## config.mk

```make
export PLATFORM = sky130hd
export DESIGN_NAME = unified_mem_arbiter
export DESIGN_NICKNAME = d
export VERILOG_FILES = /design/src/rtl/unified_mem_arbiter.sv
export SDC_FILE = /design/constraint.sdc
export NUM_CORES = 1
export LEC_CHECK = 0
export BUFFER_PORTS_ARGS = -buffer_cell sky130_fd_sc_hd__buf_2
export CELL_PAD_IN_SITES_DETAIL_PLACEMENT = 2
export CELL_PAD_IN_SITES_GLOBAL_PLACEMENT = 2
export CORE_MARGIN = 2
export CORE_UTILIZATION = 23
export DETAILED_ROUTE_END_ITERATION = 16
export PLACE_DENSITY_LB_ADDON = 0.15
export SYNTH_ARGS = -nofsm -noshare
export SYNTH_HDL_FRONTEND = slang
export SYNTH_SLANG_ARGS = --single-unit
```

## constraint.sdc

```tcl
create_clock -name clk_i -period 2.3 [get_ports clk_i]
set_input_delay 0 -clock clk_i [delete_from_list [all_inputs] [get_ports clk_i]]
set_output_delay 0 -clock clk_i [all_outputs]
set_load 0.005 [all_outputs]
```

## src/rtl/unified_mem_arbiter.sv

```systemverilog
// Arbitrates one fixed-latency single-port memory between the fetch and data ports.
// Optional fetch anti-starvation guard: define UNIFIED_MEM_ARB_STARVE_GUARD_EN.
module unified_mem_arbiter #(
  parameter int ADDR_W     = 32,
  parameter int DATA_W     = 32,
  parameter int MEM_LAT    = 2,
  parameter int STARVE_MAX = 4
) (
  input  logic              clk_i,
  input  logic              rst_i,
  input  logic              if_req_i,
  input  logic [ADDR_W-1:0] if_addr_i,
  input  logic              if_flush_i,
  output logic              if_gnt_o,
  output logic              if_rvalid_o,
  output logic [DATA_W-1:0] if_rdata_o,
  input  logic              d_req_i,
  input  logic              d_we_i,
  input  logic [ADDR_W-1:0] d_addr_i,
  input  logic [DATA_W-1:0] d_wdata_i,
  output logic              d_gnt_o,
  output logic              d_rvalid_o,
  output logic [DATA_W-1:0] d_rdata_o,
  output logic              mem_en_o,
  output logic              mem_we_o,
  output logic [ADDR_W-1:0] mem_addr_o,
  output logic [DATA_W-1:0] mem_wdata_o,
  input  logic [DATA_W-1:0] mem_rdata_i,
  output logic              busy_o
);

  localparam logic [1:0] S_IDLE = 2'd0;
  localparam logic [1:0] S_WAIT = 2'd1;
  localparam logic [1:0] S_RESP = 2'd2;

  if (MEM_LAT < 1 || MEM_LAT > 15 || STARVE_MAX < 1 || STARVE_MAX > 7) begin : g_param_check
    $error("unified_mem_arbiter: MEM_LAT or STARVE_MAX out of range");
  end

  logic [1:0]        state;
  logic [3:0]        cnt;
  logic              owner_data;
  logic              owner_we;
  logic              cancel;
  logic              if_rvalid_q;
  logic              d_rvalid_q;
  logic [DATA_W-1:0] if_rdata_q;
  logic [DATA_W-1:0] d_rdata_q;
  logic              issue_ready;
  logic              issue;
  logic              force_fetch;
  logic              data_wins;
  logic              mem_done;
  logic              cancel_now;

  // Issuing is blocked while reset is held so every output reads 0 during reset.
  assign issue_ready = (state == S_IDLE) || (state == S_RESP);
  assign issue       = rst_i && issue_ready && (if_req_i || d_req_i);

`ifdef UNIFIED_MEM_ARB_STARVE_GUARD_EN
  localparam logic [2:0] STARVE_LIM = 3'(STARVE_MAX);
  logic [2:0] starve_cnt;

  assign force_fetch = (starve_cnt == STARVE_LIM);

  always_ff @(posedge clk_i or negedge rst_i) begin
    if (!rst_i) begin
      starve_cnt <= 3'd0;
    end else if (issue) begin
      if (!data_wins) begin
        starve_cnt <= 3'd0;
      end else if (if_req_i && (starve_cnt != 3'd7)) begin
        starve_cnt <= starve_cnt + 3'd1;
      end
    end
  end
`else
  assign force_fetch = 1'b0;
`endif

  assign data_wins = d_req_i && !(force_fetch && if_req_i);
  assign if_gnt_o  = issue && !data_wins;
  assign d_gnt_o   = issue && data_wins;
  assign busy_o    = (state == S_WAIT) || ((state == S_RESP) && issue);

  always_comb begin
    mem_en_o    = 1'b0;
    mem_we_o    = 1'b0;
    mem_addr_o  = '0;
    mem_wdata_o = '0;
    if (issue) begin
      mem_en_o = 1'b1;
      if (data_wins) begin
        mem_we_o    = d_we_i;
        mem_addr_o  = d_addr_i;
        mem_wdata_o = d_wdata_i;
      end else begin
        mem_addr_o = if_addr_i;
      end
    end
  end

  // A flush arriving on the same cycle the read data lands still cancels the fetch.
  assign mem_done   = (state == S_WAIT) && (cnt == 4'd1);
  assign cancel_now = cancel || (!owner_data && if_flush_i);

  always_ff @(posedge clk_i or negedge rst_i) begin
    if (!rst_i) begin
      state      <= S_IDLE;
      cnt        <= 4'd0;
      owner_data <= 1'b0;
      owner_we   <= 1'b0;
      cancel     <= 1'b0;
    end else begin
      case (state)
        S_IDLE, S_RESP: begin
          if (issue) begin
            state      <= S_WAIT;
            cnt        <= 4'(MEM_LAT);
            owner_data <= data_wins;
            owner_we   <= data_wins && d_we_i;
            cancel     <= 1'b0;
          end else begin
            state <= S_IDLE;
          end
        end
        S_WAIT: begin
          cnt <= cnt - 4'd1;
          if (!owner_data && if_flush_i) begin
            cancel <= 1'b1;
          end
          if (mem_done) begin
            state <= S_RESP;
          end
        end
        default: state <= S_IDLE;
      endcase
    end
  end

  always_ff @(posedge clk_i or negedge rst_i) begin
    if (!rst_i) begin
      if_rvalid_q <= 1'b0;
      d_rvalid_q  <= 1'b0;
      if_rdata_q  <= '0;
      d_rdata_q   <= '0;
    end else begin
      if_rvalid_q <= mem_done && !owner_data && !cancel_now;
      d_rvalid_q  <= mem_done && owner_data;
      if (mem_done && !owner_data && !cancel_now) begin
        if_rdata_q <= mem_rdata_i;
      end
      if (mem_done && owner_data && !owner_we) begin
        d_rdata_q <= mem_rdata_i;
      end
    end
  end

  assign if_rvalid_o = if_rvalid_q;
  assign d_rvalid_o  = d_rvalid_q;
  assign if_rdata_o  = if_rdata_q;
  assign d_rdata_o   = d_rdata_q;

endmodule

```

After elaboration in Yosys (flattened, before gate mapping)
Cells that the tools add are included.
- flip-flop bits (word level): 75
- latch bits: 0
- bits in writable memories: 0
- bits in read-only memories: 0
- input port bits: 134
- output and inout bits: 135
- memories: 0
- add/subtract/negate cells: 1
- $mul: 0
- div/mod/pow operators: 0
- $lt $le $gt $ge: 0
- equality and inequality tests: 6
- shifts and indexed selects: 0
- multiplexer cells: 15
- bitwise logic cells: 0
- reductions and logical operators: 26
- operators by type and width (operator ; number):
    $mux W32 ; 4
    $logic_and A1 B1 Y1 ; 12
    $pmux W4 S2 ; 1
    $mux W1 ; 6
    $eq A4 B1 Y1 const B ; 1
    $logic_not A1 Y1 ; 4
    $logic_or A1 B1 Y1 ; 4
    $mux W4 ; 1
    $ne A2 B2 Y1 const B ; 2
    $pmux W2 S2 ; 1
    $reduce_and A2 Y1 ; 2
    $sub A4 B1 Y4 const B ; 1
    $reduce_and A3 Y1 ; 1
    $eq A2 B1 Y1 const B ; 1
    $eq A2 B2 Y1 const B ; 1
    $logic_not A2 Y1 ; 1
    $mux W2 ; 1
    $ne A2 B1 Y1 const B ; 1
    $pmux W1 S2 ; 1
    $reduce_bool A2 Y1 ; 1
    $reduce_or A2 Y1 ; 1

Depth between registers and ports, before layout
Gate-level depths: netlist (run 1).
- word-level depth: 6
- mapped depth: 6

Worst setup path after synthesis (run 1)
OpenSTA, ideal clock, no wires.
- path type: register -> register
- start point: register cnt[1]
- end point: register if_rdata_q[10] (netlist: if_rdata_o[10])
- setup time: 0.125 ns
- data arrival time: 1.519 ns
- required time: 2.175 ns
- path slack: 0.656 ns
- stages on the path, launching flop included: 7
- clock period less this slack: 1.644 ns
- path through: dfrtp_1 inv_1 ha_1 nor3b_4 nand3_2 buf_6 mux2_4
- longest elaborated chain between the ends: 4
- RTL lines (element ; RTL line ; text):
    start, declared ; 41 ; logic [3:0] cnt;
    start signal, assigned ; 119 ; cnt <= 4'(MEM_LAT);
    start signal, assigned ; 128 ; cnt <= cnt - 4'd1;
    $eq A4 B1 Y1 ; 104 ; assign mem_done = (state == S_WAIT) && (cnt == 4'd1);
    $logic_and A1 B1 Y1 ; 104 ;
    $logic_and A1 B1 Y1 (2 in a row) ; 150 ; if (mem_done && !owner_data && !cancel_now) begin
    end signal, assigned ; 151 ; if_rdata_q <= mem_rdata_i;
    end, declared ; 47 ; logic [DATA_W-1:0] if_rdata_q;
Every way passes these cells.
A chain may end at the register's enable or synchronous reset.

Worst setup path after layout (run 1)
- start point: register state[0]
- end point: output mem_addr_o[27]
- longest elaborated chain between the ends: 5
- elaborated cells on any way between the ends: 6
- RTL lines (element ; RTL line ; text):
    start, declared ; 40 ; logic [1:0] state;
    start signal, assigned ; 109 ; state <= S_IDLE;
    start signal, assigned ; 118 ; state <= S_WAIT;
    start signal, assigned ; 124 ; state <= S_IDLE;
    $eq A2 B2 Y1 / $logic_not A2 Y1 (equally long branches) ; 57 ; assign issue_ready = (state == S_IDLE) || (state == S_RESP);
    $logic_or A1 B1 Y1 * ; 57 ;
    $logic_and A1 B1 Y1 * (2 in a row) ; 58 ; assign issue = rst_i && issue_ready && (if_req_i || d_req_i);
    $mux W32 * ; 91 ; if (issue) begin
    end, declared ; 26 ; output logic [ADDR_W-1:0] mem_addr_o,
Every way passes the cells marked *; elsewhere a longest branch is shown, timed or not.

==> results of run 1 <==
==> worst register-to-register path: cells and delay by family, from the launching register on <==
family	cells	cell delay [ns]
fa+ha+maj	1	0.23
buf+inv	1	0.49
flops	1	0.42
mux	1	0.42
simple gates	2	0.26
==> worst paths after layout <==
check,startpoint,end,slack [ns],cells after the start
min,d_we_i,owner_we,-0.002,3
min reg2reg,owner_we,owner_we,0.48,1
max,state[0],mem_addr_o[27],0.27,4
max reg2reg,cnt[0],if_rdata_o[0],0.38,5
max in group asynchronous,rst_i,d_rdata_o[10],1.15,3
min in group asynchronous,rst_i,cnt[3],0.05,2
==> power breakdown <==
group          internal [mW]  total (mW)  switching [mW]
Sequential              1.96        2.38           0.413
Clock                  0.791        1.34           0.550
Combinational           1.36        2.27           0.901
==> state kept, by name (all words and copies together), names as in the netlist <==
name,cells
cancel,1
owner_we,1
d_rvalid_o,1
if_rdata_o,32
state,2
d_rdata_o,32
cnt,4
if_rvalid_o,1
owner_data,1
==> layout make-up <==
| class | instances | area [µm²] |
|---|---|---|
| clock buffers | 11 | 253 |
| fillers | 1663 | 9490 |
| flip-flops and latches | 75 | 1880 |
| inverters | 3 | 11.3 |
| multi-input cells | 162 | 1600 |
| repair buffers | 308 | 1730 |
| well taps | 211 | 264 |
| clock inverters | 5 | 37.5 |
==> per-layer routing <==
metal	vias up	routed length [µm]	share of wire (%)	GRT usage, %
met5	-	0	0	0
met4	0	193	1.4	4.48
met3	14	1020	7.6	4.95
met2	156	7360	55	30.8
met1	1626	4880	36	17.0
li1	1521	-	-	-
==> through the flow <==
step | area (µm²) | cells | util, % | setup slack [ns] | total power [mW]
floorplan | 3600 | 258 | - | 0.656 | 3.48
global placement | 5140 | 725 | 33.7 | 0.391 | 4.54
detailed placement | 5140 | 725 | 33.7 | 0.332 | 4.66
CTS | 5770 | 775 | 37.8 | 0.214 | 6.10
global route | 5770 | 775 | 37.8 | 0.0791 | 6.43
finish | 5770 | 775 | 37.8 | 0.265 | 5.98
==> cells in the final DEF, fill, tap and decap left out, types with 2 or more instances in the layout <==
| cell type | n |
|---|---|
| clkinvlp_4 | 2 |
| clkinv_4 | 2 |
| a21o_1 | 3 |
| inv_1 | 3 |
| dfrtp_1 | 75 |
| nor2_1 | 4 |
| and3_1 | 2 |
| dlygate4sd3_1 | 34 |
| mux2_2 | 34 |
| o21ai_0 | 3 |
| and2_1 | 34 |
| nand2b_1 | 2 |
| nor3b_4 | 2 |
| clkbuf_16 | 9 |
| a22o_1 | 33 |
| ha_1 | 2 |
| buf_2 | 267 |
| clkbuf_8 | 2 |
| buf_4 | 7 |
| mux2_4 | 30 |
==> logic make-up after synthesis <==
group / Yosys count
buffers and inverters: 21
adders and majority gates: 2
muxes: 65
xor gates and xnor gates: 1
AOI/OAI and AO/OA: 41
DFF: 75
and+or+nand+nor: 53
==> what timing repair did <==
action                    CTS  global route
hold buffers               34             0
setup buffers               0             0
hold endpoints to repair   70             0
==> impl_metrics.tcl, run 1 <==
set metrics [dict create \
    outcome "finished, violations left" \
    violations "negative hold slack" \
    worstHoldPathType "in -> reg" \
    die_w_um 129 \
    netlist_instances 258 \
    dieHeight_um 129 \
    htreeDepth 3 \
    vdd_drop_max_v 0.000354 \
    synth_edf_count 0 \
    synth_top_family_by_area "multiplexers" \
    cts_sinks 75 \
    cp_num_buf_inv 2 \
    synth_compound_gate_area_share_pct 9.50 \
    crit_path_start_kind "flip-flop" \
    clock_latency_ns 0.33 \
    slowest_delay_ns 0.61 \
    antenna_cells 0 \
    die-area_um2 16700 \
    path_class "reg -> out" \
    synthArstFlopShare_pct 100 \
    gr-total-overflow 0 \
    synth_area_leaders "dfrtp_1 (52%), mux2_4 (13%), mux2_2 (11%), a22o_1 (8.0%), and2_1 (5.9%)" \
    initial_core_util_pct 23.6 \
    rsz0062_at_grt "no" \
    yosysTopAreaCell "dfrtp_1" \
    ys_warn_count 0 \
    vias 3317 \
    tightest_slew_ns 0.915 \
    wl_per_cell_um 17.4 \
    grt_antenna_before_repair 0 \
    synthFlopType "dfrtp_1" \
    drive_gt1_share_pct 63.8 \
    areaGrowthSynthToFinish_pct 60.4 \
    syn_area_um2 3600 \
    via_per_inst 4.28 \
    ys_ff_latch 75 \
    tritoncts "done" \
    cp_slowest_cell "and3b_2" \
    worstPathCellList "and3b_2, buf_4, a22o_1, buf_2" \
    drv_slew 0 \
    tns_ns 0 \
    yosysSeqAreaShare_pct 52.2 \
    period_needed_ns 2.03 \
    grt_max_degree 71 \
    firstDrtPassIters 3 \
    io-pin-count 269 \
    hold_slack_ns -0.00203 \
    p_leak_nw 3.24 \
    critPathTopFamily "simple AND/OR/NAND/NOR gates" \
    relSlewSlack_pct 39.0 \
    yosysTopAreaCellShare_pct 52.2 \
    p_per_area_nw_per_um2 1040 \
    finalWeightedCongestion 0.734 \
    skew_ns 0.00832 \
    postRouteAntennaNets 0 \
    cts_buffers 9 \
    rows 45 \
    post_cts_resized 0 \
    setup_viol 0 \
    synthXorXnorAreaFrac_pct 0.244 \
    synth_fa_ha_area_share_pct 0.696 \
    cp_max_fo 34 \
    clock.fmax_ghz 0.491 \
    final_hold_viol_count 1 \
    wl_mm 13.5 \
    yosysMostFrequentCell "dfrtp_1" \
    period_share_pct 88.5 \
    synth.distinct_cells 30 \
    required_ns 2.30 \
    drc 0 \
    synth_mux_area_share_pct 23.5 \
    grt_pass1_wl_mm 20.6 \
    clk_pin_slew_ns 0.06 \
    synth_nets 394 \
    yosys.area_share.simple_pct 10.3 \
    place_hpwl_mm 10.5 \
    coreArea_um2 15300 \
    cts-root-buf "clkbuf_16" \
    first_global_vias 3833 \
    ys_top_cells_by_count "dfrtp_1 (75), and2_1 (34), mux2_2 (34)" \
    cts_buffer_depth 2 \
    cp.arrival_ns 2.03 \
    drv_cap 0 \
    end_kind "primary output" \
    nets 695 \
    track_usage_pct 16.1 \
    syn_area_per_cell_um2 13.9 \
    drt_iter0_drc 120 \
    numPortBuffers 268 \
]
Note: power is estimated with default switching activity, not from simulation.
==> run 2, diff against run 1 <==
- CORE_MARGIN: 2 -> 10
==> run 2 against run 1 <==
Against the previous run: the flow now finishes without violations; global-route usage is 1.5 points lower; first-iteration DRC count is 29% lower; cell area is 1.2% higher; via count is 0.66% higher; hold slack better by 0.087 ns; sequential share of layout area is 0.38 points lower; clock skew is 0.0032 ns lower; count of clock-buffer cells in the layout stayed put; non-clock buffer count stayed put; highest routed layer unchanged.
==> impl_metrics.tcl, run 2 (same netlist as run 1, synthesis figures left out) <==
set metrics [dict create \
    cp_num_buf_inv 2 \
    tightest_slew_ns 0.636 \
    worstPathCellList "inv_1, ha_1, nor3b_4, nand3_2, buf_4, mux2_4" \
    dp_cells 724 \
    crit_path_start_kind "flip-flop" \
    htreeDepth 3 \
    period_share_pct 88.9 \
    tritoncts "done" \
    drive_gt1_share_pct 63.5 \
    numPortBuffers 268 \
    post-cts-setup-buffer-count 0 \
    nets 696 \
    p_int_mw 4.32 \
    path_class "reg -> reg" \
    gr-total-overflow 0 \
    initial_core_util_pct 23.6 \
    power_switching_mw 1.94 \
    cp_max_fo 32 \
    die_w_um 145 \
    p_leak_nw 3.28 \
    io-pin-count 269 \
    rsz0062_at_grt "no" \
    grt_max_degree 47 \
    tns_ns 0 \
    end_kind "flip-flop" \
    track_usage_pct 14.6 \
    seq_power_share_pct 38.0 \
    outcome "complete, no violations" \
    final_hold_viol_count 0 \
    grt_antenna_before_repair 1 \
    postLayoutCellArea_um2 5840 \
    p_clk_share_pct 24.1 \
    finalWeightedCongestion 0.784 \
    areaGrowthSynthToFinish_pct 62.3 \
    cp_slowest_cell "nor3b_4" \
    p_sw_share_pct 31.0 \
    finalNonFillerCells 776 \
    wl_per_cell_um 20.7 \
    dpl_cell_area_um2 5140 \
    vdd_drop_max_v 0.000360 \
    grt_pass1_wl_mm 24.4 \
    critPathTopFamily "simple AND/OR/NAND/NOR gates" \
    first_global_vias 3971 \
    cts_buffers 9 \
    die-area_um2 21000 \
    combPwrFrac_pct 38.0 \
    vias 3339 \
    wl_mm 16.1 \
    rrSetupSlack_ns 0.26 \
    coreArea_um2 15300 \
    clock.fmax_ghz 0.489 \
    clock_latency_ns 0.33 \
    via_per_inst 4.30 \
    firstDrtPassIters 4 \
    cp.arrival_ns 2.25 \
    p_per_area_nw_per_um2 1070 \
    required_ns 2.51 \
    cts-root-buf "clkbuf_16" \
    slowest_delay_ns 0.43 \
    final_common_cell "buf_2" \
    dieHeight_um 145 \
    cts_sinks 75 \
    skew_ns 0.00507 \
    period_needed_ns 2.04 \
    drv_slew 0 \
    cts_buffer_depth 2 \
    place_hpwl_mm 12.7 \
    final_core_utilization_pct 38.3 \
    clk_pin_slew_ns 0.05 \
    rows 45 \
    drc 0 \
    drv_cap 0 \
    relSlewSlack_pct 57.6 \
    layout_common_cells "buf_2 (267), dfrtp_1 (75), dlygate4sd3_1 (35)" \
    postRouteAntennaNets 0 \
    setup_viol 0 \
    worstHoldPathType "in -> reg" \
    drt_iter0_drc 85 \
]
## run 2: cell count changes in the layout (fill, tap and decap cells not counted), sizes merged
cell / change
dlygate4sd3: +1
buf: -1
bufinv: +2
nand4b: +1
diode: +1
clkinv: -3
## run 2: cell type report
class                      count  area, µm²
fill                        1644       9420
sequential                    75       1880
timing repair buffer         308       1740
multi-input combinational    163       1620
tap                          211        264
clock buffer                  11        243
clock inverter                 4       75.1
inverter                       3       11.3
antenna                        1       2.50
## run 2: repair_timing
item                                   CTS  global route
hold buffers                            35             0
setup endpoints to repair                0            32
endpoints found under the hold margin   95             0
resized for setup                        0             1
## run 2: power groups by stage
stage | Combinational [mW] | Clock (mW) | Sequential (mW)
after CTS | 2.42 | 1.56 | 2.37
final | 2.38 | 1.51 | 2.38
after floorplan | 1.11 | 0 | 2.37
after global placement | 2.28 | 0 | 2.35
after global routing | 2.62 | 1.63 | 2.48
after detailed placement | 2.36 | 0 | 2.38
## run 2: worst paths after layout
kind | start | to | cells after the start
hold reg to reg | if_rdata_o[1] | if_rdata_o[1] | 1
hold / removal | if_req_i | cnt[3] | 4
setup reg to reg | cnt[1] | if_rdata_o[30] | 6
max in group asynchronous | rst_i | d_rdata_o[13] | 3
min in group asynchronous | rst_i | state[0] | 2
setup / recovery | cnt[1] | if_rdata_o[30] | 6
## run 2: tightest hold or removal path, cell delays in order
cell and delay [ns]:
buf_2 0.09, nor2_1 0.06, o21ai_0 0.14, mux2i_1 0.07
## run 2: per-layer routing
layer  GRT usage (%)  share of wire (%)  vias to the layer above
li1                -                  -                     1531
met1            14.4                 36                     1630
met2            26.8                 53                      166
met3            7.05                9.8                       12
met4            3.93                1.2                        0
met5               0                  0                        -
## run 2: stage by stage
stage	setup slack, ns	total power, mW	hold slack [ns]
finish	0.256	6.26	0.0848
global route	0.0422	6.72	0.154
CTS	0.0770	6.35	0.0687
detailed placement	0.0985	4.74	-0.0306
global placement	0.203	4.63	-0.0325
floorplan	0.656	3.48	-0.296
